File: src/rtl/spi_ctrl_regfile.sv
// SPI mode-0 target oversampled in the clk domain, decoding command/data frames
// into reads and writes of a NUM_REGS x DATA_W configuration register file.
module spi_ctrl_regfile #(
  parameter int DATA_W      = 8,
  parameter int NUM_REGS    = 8,
  parameter int SYNC_STAGES = 2,
  parameter logic [DATA_W-1:0] RST_VAL = '0
) (
  input  logic                         clk,
  input  logic                         rst,
  input  logic                         spi_clk,
  input  logic                         spi_cs_n,
  input  logic                         pico,
  output logic                         poci,
  output logic                         poci_oe,
  output logic [NUM_REGS*DATA_W-1:0]   regs_flat,
  output logic                         wr_strobe,
  output logic [6:0]                   wr_addr
);

  localparam int CNT_W = 6;

  typedef enum logic [1:0] {IDLE, CMD, DATA} state_t;

  logic [SYNC_STAGES-1:0] sclk_sync_q, sclk_sync_d;
  logic [SYNC_STAGES-1:0] cs_sync_q, cs_sync_d;
  logic [SYNC_STAGES-1:0] pico_sync_q, pico_sync_d;
  logic                   sclk_hist_q, sclk_hist_d;
  logic                   cs_hist_q, cs_hist_d;

  state_t                 state_q, state_d;
  logic [CNT_W-1:0]       cnt_q, cnt_d;
  logic [6:0]             cmd_q, cmd_d;
  logic [DATA_W-2:0]      rx_q, rx_d;
  logic [DATA_W-1:0]      tx_q, tx_d;
  logic [6:0]             addr_q, addr_d;
  logic                   rw_q, rw_d;
  logic                   poci_q, poci_d;
  logic                   poci_oe_q, poci_oe_d;
  logic                   wr_strobe_q, wr_strobe_d;
  logic [6:0]             wr_addr_q, wr_addr_d;
  logic [NUM_REGS-1:0][DATA_W-1:0] regs_q, regs_d;

  logic              sclk_s, cs_s, pico_s;
  logic              sclk_rise, sclk_fall, cs_rise, cs_fall;
  logic [DATA_W-1:0] word;
  logic [6:0]        cmd_addr, nxt_addr;

  function automatic logic in_range(input logic [6:0] a);
    return {25'd0, a} < 32'(NUM_REGS);
  endfunction

  // In-range addresses wrap at the top of the file; others count modulo 128.
  function automatic logic [6:0] next_addr(input logic [6:0] a);
    if (in_range(a) && a == 7'(NUM_REGS - 1)) return 7'd0;
    return a + 7'd1;
  endfunction

  function automatic logic [DATA_W-1:0] read_reg(input logic [6:0] a);
    logic [DATA_W-1:0] v;
    v = '0;
    for (int i = 0; i < NUM_REGS; i++)
      if (a == 7'(i)) v = regs_q[i];
    return v;
  endfunction

  assign sclk_s    = sclk_sync_q[SYNC_STAGES-1];
  assign cs_s      = cs_sync_q[SYNC_STAGES-1];
  assign pico_s    = pico_sync_q[SYNC_STAGES-1];
  assign sclk_rise = sclk_s & ~sclk_hist_q & ~cs_s;
  assign sclk_fall = ~sclk_s & sclk_hist_q & ~cs_s;
  assign cs_rise   = cs_s & ~cs_hist_q;
  assign cs_fall   = ~cs_s & cs_hist_q;
  assign word      = {rx_q, pico_s};
  assign cmd_addr  = {cmd_q[5:0], pico_s};
  assign nxt_addr  = next_addr(addr_q);

  always_comb begin
    sclk_sync_d = {sclk_sync_q[SYNC_STAGES-2:0], spi_clk};
    cs_sync_d   = {cs_sync_q[SYNC_STAGES-2:0], spi_cs_n};
    pico_sync_d = {pico_sync_q[SYNC_STAGES-2:0], pico};
    sclk_hist_d = sclk_s;
    cs_hist_d   = cs_s;

    state_d     = state_q;
    cnt_d       = cnt_q;
    cmd_d       = cmd_q;
    rx_d        = rx_q;
    tx_d        = tx_q;
    addr_d      = addr_q;
    rw_d        = rw_q;
    poci_d      = poci_q;
    poci_oe_d   = ~cs_s;
    wr_strobe_d = 1'b0;
    wr_addr_d   = wr_addr_q;
    regs_d      = regs_q;

    // A CS rise aborts whatever is in flight, including a word completing this cycle.
    if (cs_rise) begin
      state_d = IDLE;
      cnt_d   = '0;
      poci_d  = 1'b0;
    end else begin
      case (state_q)
        IDLE: begin
          cnt_d  = '0;
          poci_d = 1'b0;
          if (cs_fall) state_d = CMD;
        end
        CMD: begin
          if (sclk_rise) begin
            cmd_d = {cmd_q[5:0], pico_s};
            if (cnt_q == CNT_W'(7)) begin
              rw_d    = cmd_q[6];
              addr_d  = cmd_addr;
              cnt_d   = '0;
              state_d = DATA;
              if (cmd_q[6]) tx_d = in_range(cmd_addr) ? read_reg(cmd_addr) : '0;
            end else begin
              cnt_d = cnt_q + CNT_W'(1);
            end
          end
        end
        DATA: begin
          if (sclk_rise) begin
            rx_d = word[DATA_W-2:0];
            if (cnt_q == CNT_W'(DATA_W - 1)) begin
              cnt_d  = '0;
              addr_d = nxt_addr;
              if (rw_q) begin
                tx_d = in_range(nxt_addr) ? read_reg(nxt_addr) : '0;
              end else if (in_range(addr_q)) begin
                for (int i = 0; i < NUM_REGS; i++)
                  if (addr_q == 7'(i)) regs_d[i] = word;
                wr_strobe_d = 1'b1;
                wr_addr_d   = addr_q;
              end
            end else begin
              cnt_d = cnt_q + CNT_W'(1);
            end
          end else if (sclk_fall && rw_q) begin
            poci_d = tx_q[DATA_W-1];
            tx_d   = {tx_q[DATA_W-2:0], 1'b0};
          end
        end
        default: state_d = IDLE;
      endcase
    end
  end

  always_ff @(posedge clk or posedge rst) begin
    if (rst) begin
      sclk_sync_q <= '0;
      cs_sync_q   <= '1;
      pico_sync_q <= '0;
      sclk_hist_q <= 1'b0;
      cs_hist_q   <= 1'b1;
      state_q     <= IDLE;
      cnt_q       <= '0;
      cmd_q       <= '0;
      rx_q        <= '0;
      tx_q        <= '0;
      addr_q      <= '0;
      rw_q        <= 1'b0;
      poci_q      <= 1'b0;
      poci_oe_q   <= 1'b0;
      wr_strobe_q <= 1'b0;
      wr_addr_q   <= '0;
      regs_q      <= {NUM_REGS{RST_VAL}};
    end else begin
      sclk_sync_q <= sclk_sync_d;
      cs_sync_q   <= cs_sync_d;
      pico_sync_q <= pico_sync_d;
      sclk_hist_q <= sclk_hist_d;
      cs_hist_q   <= cs_hist_d;
      state_q     <= state_d;
      cnt_q       <= cnt_d;
      cmd_q       <= cmd_d;
      rx_q        <= rx_d;
      tx_q        <= tx_d;
      addr_q      <= addr_d;
      rw_q        <= rw_d;
      poci_q      <= poci_d;
      poci_oe_q   <= poci_oe_d;
      wr_strobe_q <= wr_strobe_d;
      wr_addr_q   <= wr_addr_d;
      regs_q      <= regs_d;
    end
  end

  assign poci      = poci_q;
  assign poci_oe   = poci_oe_q;
  assign wr_strobe = wr_strobe_q;
  assign wr_addr   = wr_addr_q;
  assign regs_flat = regs_q;

endmodule
File: config.mk
export PLATFORM = sky130hd
export DESIGN_NAME = spi_ctrl_regfile
export DESIGN_NICKNAME = d
export VERILOG_FILES = /design/src/rtl/spi_ctrl_regfile.sv
export SDC_FILE = /design/constraint.sdc
export NUM_CORES = 1
export LEC_CHECK = 0
export ABC_CLOCK_PERIOD_IN_PS = 4400
export BUFFER_PORTS_ARGS = -buffer_cell sky130_fd_sc_hd__clkbuf_2
export CAP_MARGIN = 20
export CORE_MARGIN = 3
export CORE_UTILIZATION = 30
export DETAILED_ROUTE_END_ITERATION = 16
export SLEW_MARGIN = 20
export SYNTH_ARGS = -nofsm -noshare
export SYNTH_HDL_FRONTEND = slang
export SYNTH_SLANG_ARGS = --single-unit
File: constraint.sdc
create_clock -name clk -period 4.4 [get_ports clk]
set_clock_uncertainty 0.05 [all_clocks]
set_input_delay 0.66 -clock clk [delete_from_list [all_inputs] [get_ports clk]]
set_output_delay 0.66 -clock clk [all_outputs]
set_load 0.05 [all_outputs]
== Word-level counts from Yosys, hierarchy flattened ==
Cells that the tools add are included.

* Bits in registers: 120
* Input port bits: 5

* Add/sub/neg operators: 2
* Magnitude comparators: 3
* Equality and inequality tests: 39
* Multiplexer cells: 53
* Bitwise gates (word level): 12
* Reduce and logical (&&, ||, !) cells: 27

{| class="wikitable"
|+ Operators by type and width
! cell !! number
|-
| $mux 8 || 25
|-
| $eq 7x3->1 const B || 12
|-
| $reduce_and 7->1 || 8
|-
| $eq 7x2->1 const B || 6
|-
| $mux 7 || 6
|-
| $ne 3x3->1 const B || 8
|-
| $eq 7x1->1 const B || 3
|-
| $logic_not 7->1 || 3
|-
| $lt 7x4->1 const B || 3
|-
| $mux 6 || 3
|-
| $pmux 8 s2 || 1
|-
| $pmux 7 s2 || 1
|-
| $ne 2x2->1 const B || 6
|-
| $pmux 6 s2 || 1
|-
| $reduce_and 6->1 || 2
|-
| $mux 1 || 10
|-
| $reduce_and 3->1 || 3
|-
| $mux 2 || 4
|-
| $reduce_and 4->1 || 2
|-
| $reduce_and 8->1 || 1
|-
| $add 7x1->7 const B || 1
|-
| $add 6x1->6 const B || 1
|-
| $and 1x1->1 || 6
|-
| $eq 6x3->1 const B || 1
|-
| 12 further kinds || 19
|}

== Depth between registers and ports, before layout ==
* Depth after elaboration: 18
* Mapped depth: 11

== Least setup slack after synthesis ==
OpenSTA, ideal clock, no wires.

* Path kind: register to register
* From: reg addr_q[0]
* To: reg tx_q[0]
* Setup time: 0.120 ns
* Arrival: 2.251 ns
* Required time: 4.230 ns
* Path slack: 1.980 ns
* Cell stages (with the launch flop): 10
* Buffers on the path: 1
* Cells stage by stage: dfrtp_1 -> ha_1 -> buf_2 -> or3_1 -> o31ai_4 -> nor2_1 -> nor3b_4 -> a2111oi_2 -> a211o_1 -> a31o_1

* Longest elaborated chain between the ends: 18
* Elaborated cells between the ends (all ways): 28

{| class="wikitable"
|+ Ends and longest elaborated chain
! element !! RTL line !! RTL
|-
| start: declaration || 36 || <nowiki>logic [6:0] addr_q, addr_d;</nowiki>
|-
| start signal: assignment || 181 || <nowiki>addr_q <= addr_d;</nowiki>
|-
| $lt 7x4->1 / $eq 7x3->1 (equally long branches) || 50, 55 ||
|-
| $logic_and 1x1->1 || 55 || <nowiki>if (in_range(a) && a == 7'(NUM_REGS - 1)) return 7'd0;</nowiki>
|-
| $mux 1 || 55 ||
|-
| $mux 7 (*) || 56 || <nowiki>return a + 7'd1;</nowiki>
|-
| $logic_not 7->1 || 63 || <nowiki>if (a == 7'(i)) v = regs_q[i];</nowiki>
|-
| $mux 8 (8 in a row) || 63 ||
|-
| $mux 8 (*) || 131 || <nowiki>tx_d = in_range(nxt_addr) ? read_reg(nxt_addr) : '0;</nowiki>
|-
| $mux 8 (*) || 130 || <nowiki>if (rw_q) begin</nowiki>
|-
| $mux 8 (*) || 127 || <nowiki>if (cnt_q == CNT_W'(DATA_W - 1)) begin</nowiki>
|-
| $mux 8 (*) || 125 || <nowiki>if (sclk_rise) begin</nowiki>
|-
| $pmux 8 s2 (*) || 104 || <nowiki>case (state_q)</nowiki>
|-
| end signal: assignment || 180 || <nowiki>tx_q <= tx_d;</nowiki>
|-
| end: declaration || 35 || <nowiki>logic [DATA_W-1:0] tx_q, tx_d;</nowiki>
|}

Mark *: on every way between the ends. The rest lies on a longest branch, timed or not. The select of a mux whose other input is x is not followed.
A chain may end at the register's enable or synchronous reset.

== Worst setup path after layout ==
* From: reg addr_q[1]
* To: reg tx_q[3]

Same word-level chain as after synthesis.

==> flow_metrics.env <==
export IMPL_outcome="finished, final reports clean"
export IMPL_slew_headroom_pct=31.5
export IMPL_cp_slowest_cell="ha_1"
export IMPL_path_max_fanout=14
export IMPL_drt_total_wl_mm=20.9
export IMPL_syn_avg_cell_area_um2=10.3
export IMPL_synthSimpleGateAreaFrac_pct=16.1
export IMPL_grt_pass1_vias=5504
export IMPL_cp_cell_sequence="ha_1, nand2_1, o32ai_2, nand3_2, nor2_1, o21ai_0, a222oi_1, o22ai_1"
export IMPL_nNetsFinal=747
export IMPL_routed_via_density=5.44
export IMPL_n_antenna_cell=0
export IMPL_grt_use_total_pct=17.3
export IMPL_placementRows=54
export IMPL_postCtsSetupBuffers=0
export IMPL_grt_overflow_total=0
export IMPL_whs_path_depth=1
export IMPL_reg2reg_setup_slack_ns=0.93
export IMPL_wire_per_inst_um=20.3
export IMPL_async_reset_ff_share_pct=100
export IMPL_io_buffers=78
export IMPL_final_antenna_net_count=0
export IMPL_worstPathRequired_ns=4.62
export IMPL_drc=0
export IMPL_startpoint_type="register"
export IMPL_synth_top_area_share_pct=42.6
export IMPL_die_area_mm2=0.0248
export IMPL_rsz0062_at_grt="no"
export IMPL_cts_tree="yes"
export IMPL_ir_worst_vdd_mv=0.303
export IMPL_min_period_ns=3.47
export IMPL_die_w_um=157
export IMPL_cpPeakStageDelay_ns=0.62
export IMPL_start_util_pct=31.0
export IMPL_synthFlopType="dfrtp_1"
export IMPL_p_per_area_mw_per_mm2=372
export IMPL_layout_commonest_cell="dfrtp_1"
export IMPL_timing_rr_start="addr_q[1]"
export IMPL_numCtsBuffers=17
export IMPL_min_to="cs_sync_q[0]"
export IMPL_hold_path_class="in2reg"
export IMPL_place_hpwl_mm=15.2
export IMPL_cts_root_buf="clkbuf_16"
export IMPL_fin_crit_sh_pct=78.8
export IMPL_die_height_um=157
export IMPL_ys_types=82
export IMPL_first_iter_violations=599
export IMPL_critPathKind="reg2reg"
export IMPL_synth_xor_area_share_pct=0.127
export IMPL_yosys_top_cells_area="dfrtp_1 43%, mux2_2 7.5%, mux2_4 6.1%"
export IMPL_htreeDepth=4
export IMPL_synth_top_family_by_area="compound AO/OA/AOI/OAI gates"
export IMPL_tightest_slew_ns=1.03
export IMPL_worst_r2r_path_depth=8
export IMPL_slew_viol_final=0
export IMPL_holdCritStartpoint="spi_cs_n"
export IMPL_rr_endpoint="tx_q[3]"
export IMPL_worst_setup_path_end_kind="register"
export IMPL_hold_buffers=0
export IMPL_drive_gt1_share_pct=31.0
export IMPL_cts_sinks=120
export IMPL_clk_pin_slew_worst_paths_ns=0.06
export IMPL_clkLatencyLatePin_ns=0.42
export IMPL_maxCapViolations=0
export IMPL_synthAdderAreaFrac_pct=1.64
export IMPL_yosys_warnings=0
export IMPL_synthMuxAreaShare_pct=16.2
export IMPL_vias=5578
export IMPL_synth_edf_count=0
export IMPL_setup_violations=0
export IMPL_ys_seq_area_share_pct=43.7
export IMPL_clk_path_buf_depth=2
export IMPL_first_pass_iters=6
export IMPL_synthCells=665
export IMPL_synthesis_area_mm2=0.00687
export IMPL_grt_max_degree=67
export IMPL_static_leakage_power_nw=3.74
export IMPL_num_io_pins=79
export IMPL_synth_nets=679
export IMPL_design_area_mm2=0.00812
export IMPL_cts_resized=0
export IMPL_synth_compound_area_share_pct=18.1
export IMPL_area_delta_synth_final_pct=18.1
export IMPL_core_mm2=0.0222
export IMPL_antenna_found_initial=0
export IMPL_hold_viol_final=0
export IMPL_grt_pass1_wl_mm=33.0
export IMPL_ys_seq_elements=120
export IMPL_gp_congestion=0.946
export IMPL_finalSetupTns_ns=0
export IMPL_max_freq_mhz=288
export IMPL_netlist_top_cell_by_area="dfrtp_1"
export IMPL_mostFrequentLayoutCells="117 x dfrtp_1, 78 x clkbuf_2, 68 x nand2_1, 53 x o21ai_0, 46 x mux2_2"
export IMPL_postPlaceCellArea_mm2=0.00751
export IMPL_worstPathArrival_ns=3.68
-- worst max-delay path: cells and delay by family (launching register included) --
| kind | cells | cell delay [ns] |
|---|---|---|
| compound gates | 4 | 1.29 |
| flops | 1 | 0.49 |
| simple gates | 3 | 0.87 |
| fa+ha+maj | 1 | 0.62 |
-- kinds of logic after synthesis --
| logic type | count (synthesis) |
|---|---|
| AND/OR/NAND/NOR | 201 |
| AO/OA/AOI/OAI | 182 |
| flip-flops | 120 |
| multiplexers | 89 |
| buffers and inverters | 63 |
| adder cells (fa/ha/maj) | 9 |
| XOR/XNOR | 1 |
-- cell usage after synthesis (4+ instances only) --
cell / instances
a21oi_1: 44
a221oi_1: 5
a22o_1: 5
a31oi_1: 8
a32o_1: 4
and3_1: 4
buf_1: 6
buf_2: 11
clkbuf_1: 19
dfrtp_1: 117
ha_1: 9
inv_1: 20
mux2_2: 46
mux2_4: 28
mux2i_1: 13
nand2_1: 68
nand2_8: 4
nand3_1: 20
nor2_1: 45
nor2b_1: 14
nor3_1: 9
nor4_1: 5
o21ai_0: 53
o221ai_1: 7
o22ai_1: 8
-- power breakdown --
part / internal, mW / switching (mW)
Combinational: 0.156 / 0.254
Sequential: 1.13 / 0.0573
Clock: 0.886 / 0.535
-- metal layers --
layer | wire length, µm | GRT usage, % | share of wire (%) | vias up
li1 | - | - | - | 2598
met1 | 9870 | 25.3 | 47 | 2747
met2 | 9210 | 25.4 | 44 | 214
met3 | 1420 | 4.12 | 6.8 | 19
met4 | 353 | 5.04 | 1.7 | 0
met5 | 0 | 0 | 0 | -
-- cell type report --
class / instances / area (µm²)
well taps: 280 / 350
clock buffers: 20 / 467
inverters: 22 / 85.1
flip-flops and latches: 120 / 3010
clock inverters: 12 / 143
fillers: 2261 / 14000
repair buffers: 90 / 480
multi-input cells: 482 / 3590
-- worst max-delay path by stage --
stage               from   endpoint  slack (ns)  cells past startpoint
6_report       addr_q[1]    tx_q[3]        0.93                      8
4_1_cts        addr_q[1]    tx_q[3]        1.08                      8
3_3_place_gp   addr_q[0]    tx_q[3]        1.16                      8
5_1_grt        addr_q[0]    tx_q[3]        0.73                      8
3_5_place_dp   addr_q[0]    tx_q[3]        1.08                      8
2_1_floorplan        rst  addr_q[0]        0.51                      1
-- flip-flops by register name, indices dropped and copies added (netlist names), 2 cells and up --
name,count
pico_sync_q,2
wr_addr,7
state_q,2
cs_sync_q,2
cnt_q,6
regs_flat,64
sclk_sync_q,2
tx_q,8
addr_q,7
rx_q,7
cmd_q,7
-- per-stage QoR --
stage / total power [mW] / cells / setup slack, ns / util, % / hold WS (ns)
after floorplan: 1.50 / 665 / 0.509 / - / 0.281
after global placement: 1.61 / 994 / 1.16 / 33.9 / 0.285
after detailed placement: 1.61 / 994 / 1.08 / 33.9 / 0.286
after CTS: 3.04 / 1026 / 1.08 / 36.6 / 0.256
after global routing: 3.14 / 1026 / 0.725 / 36.6 / 0.255
final: 3.02 / 1026 / 0.931 / 36.6 / 0.276
(Power assumes the default switching activity.)
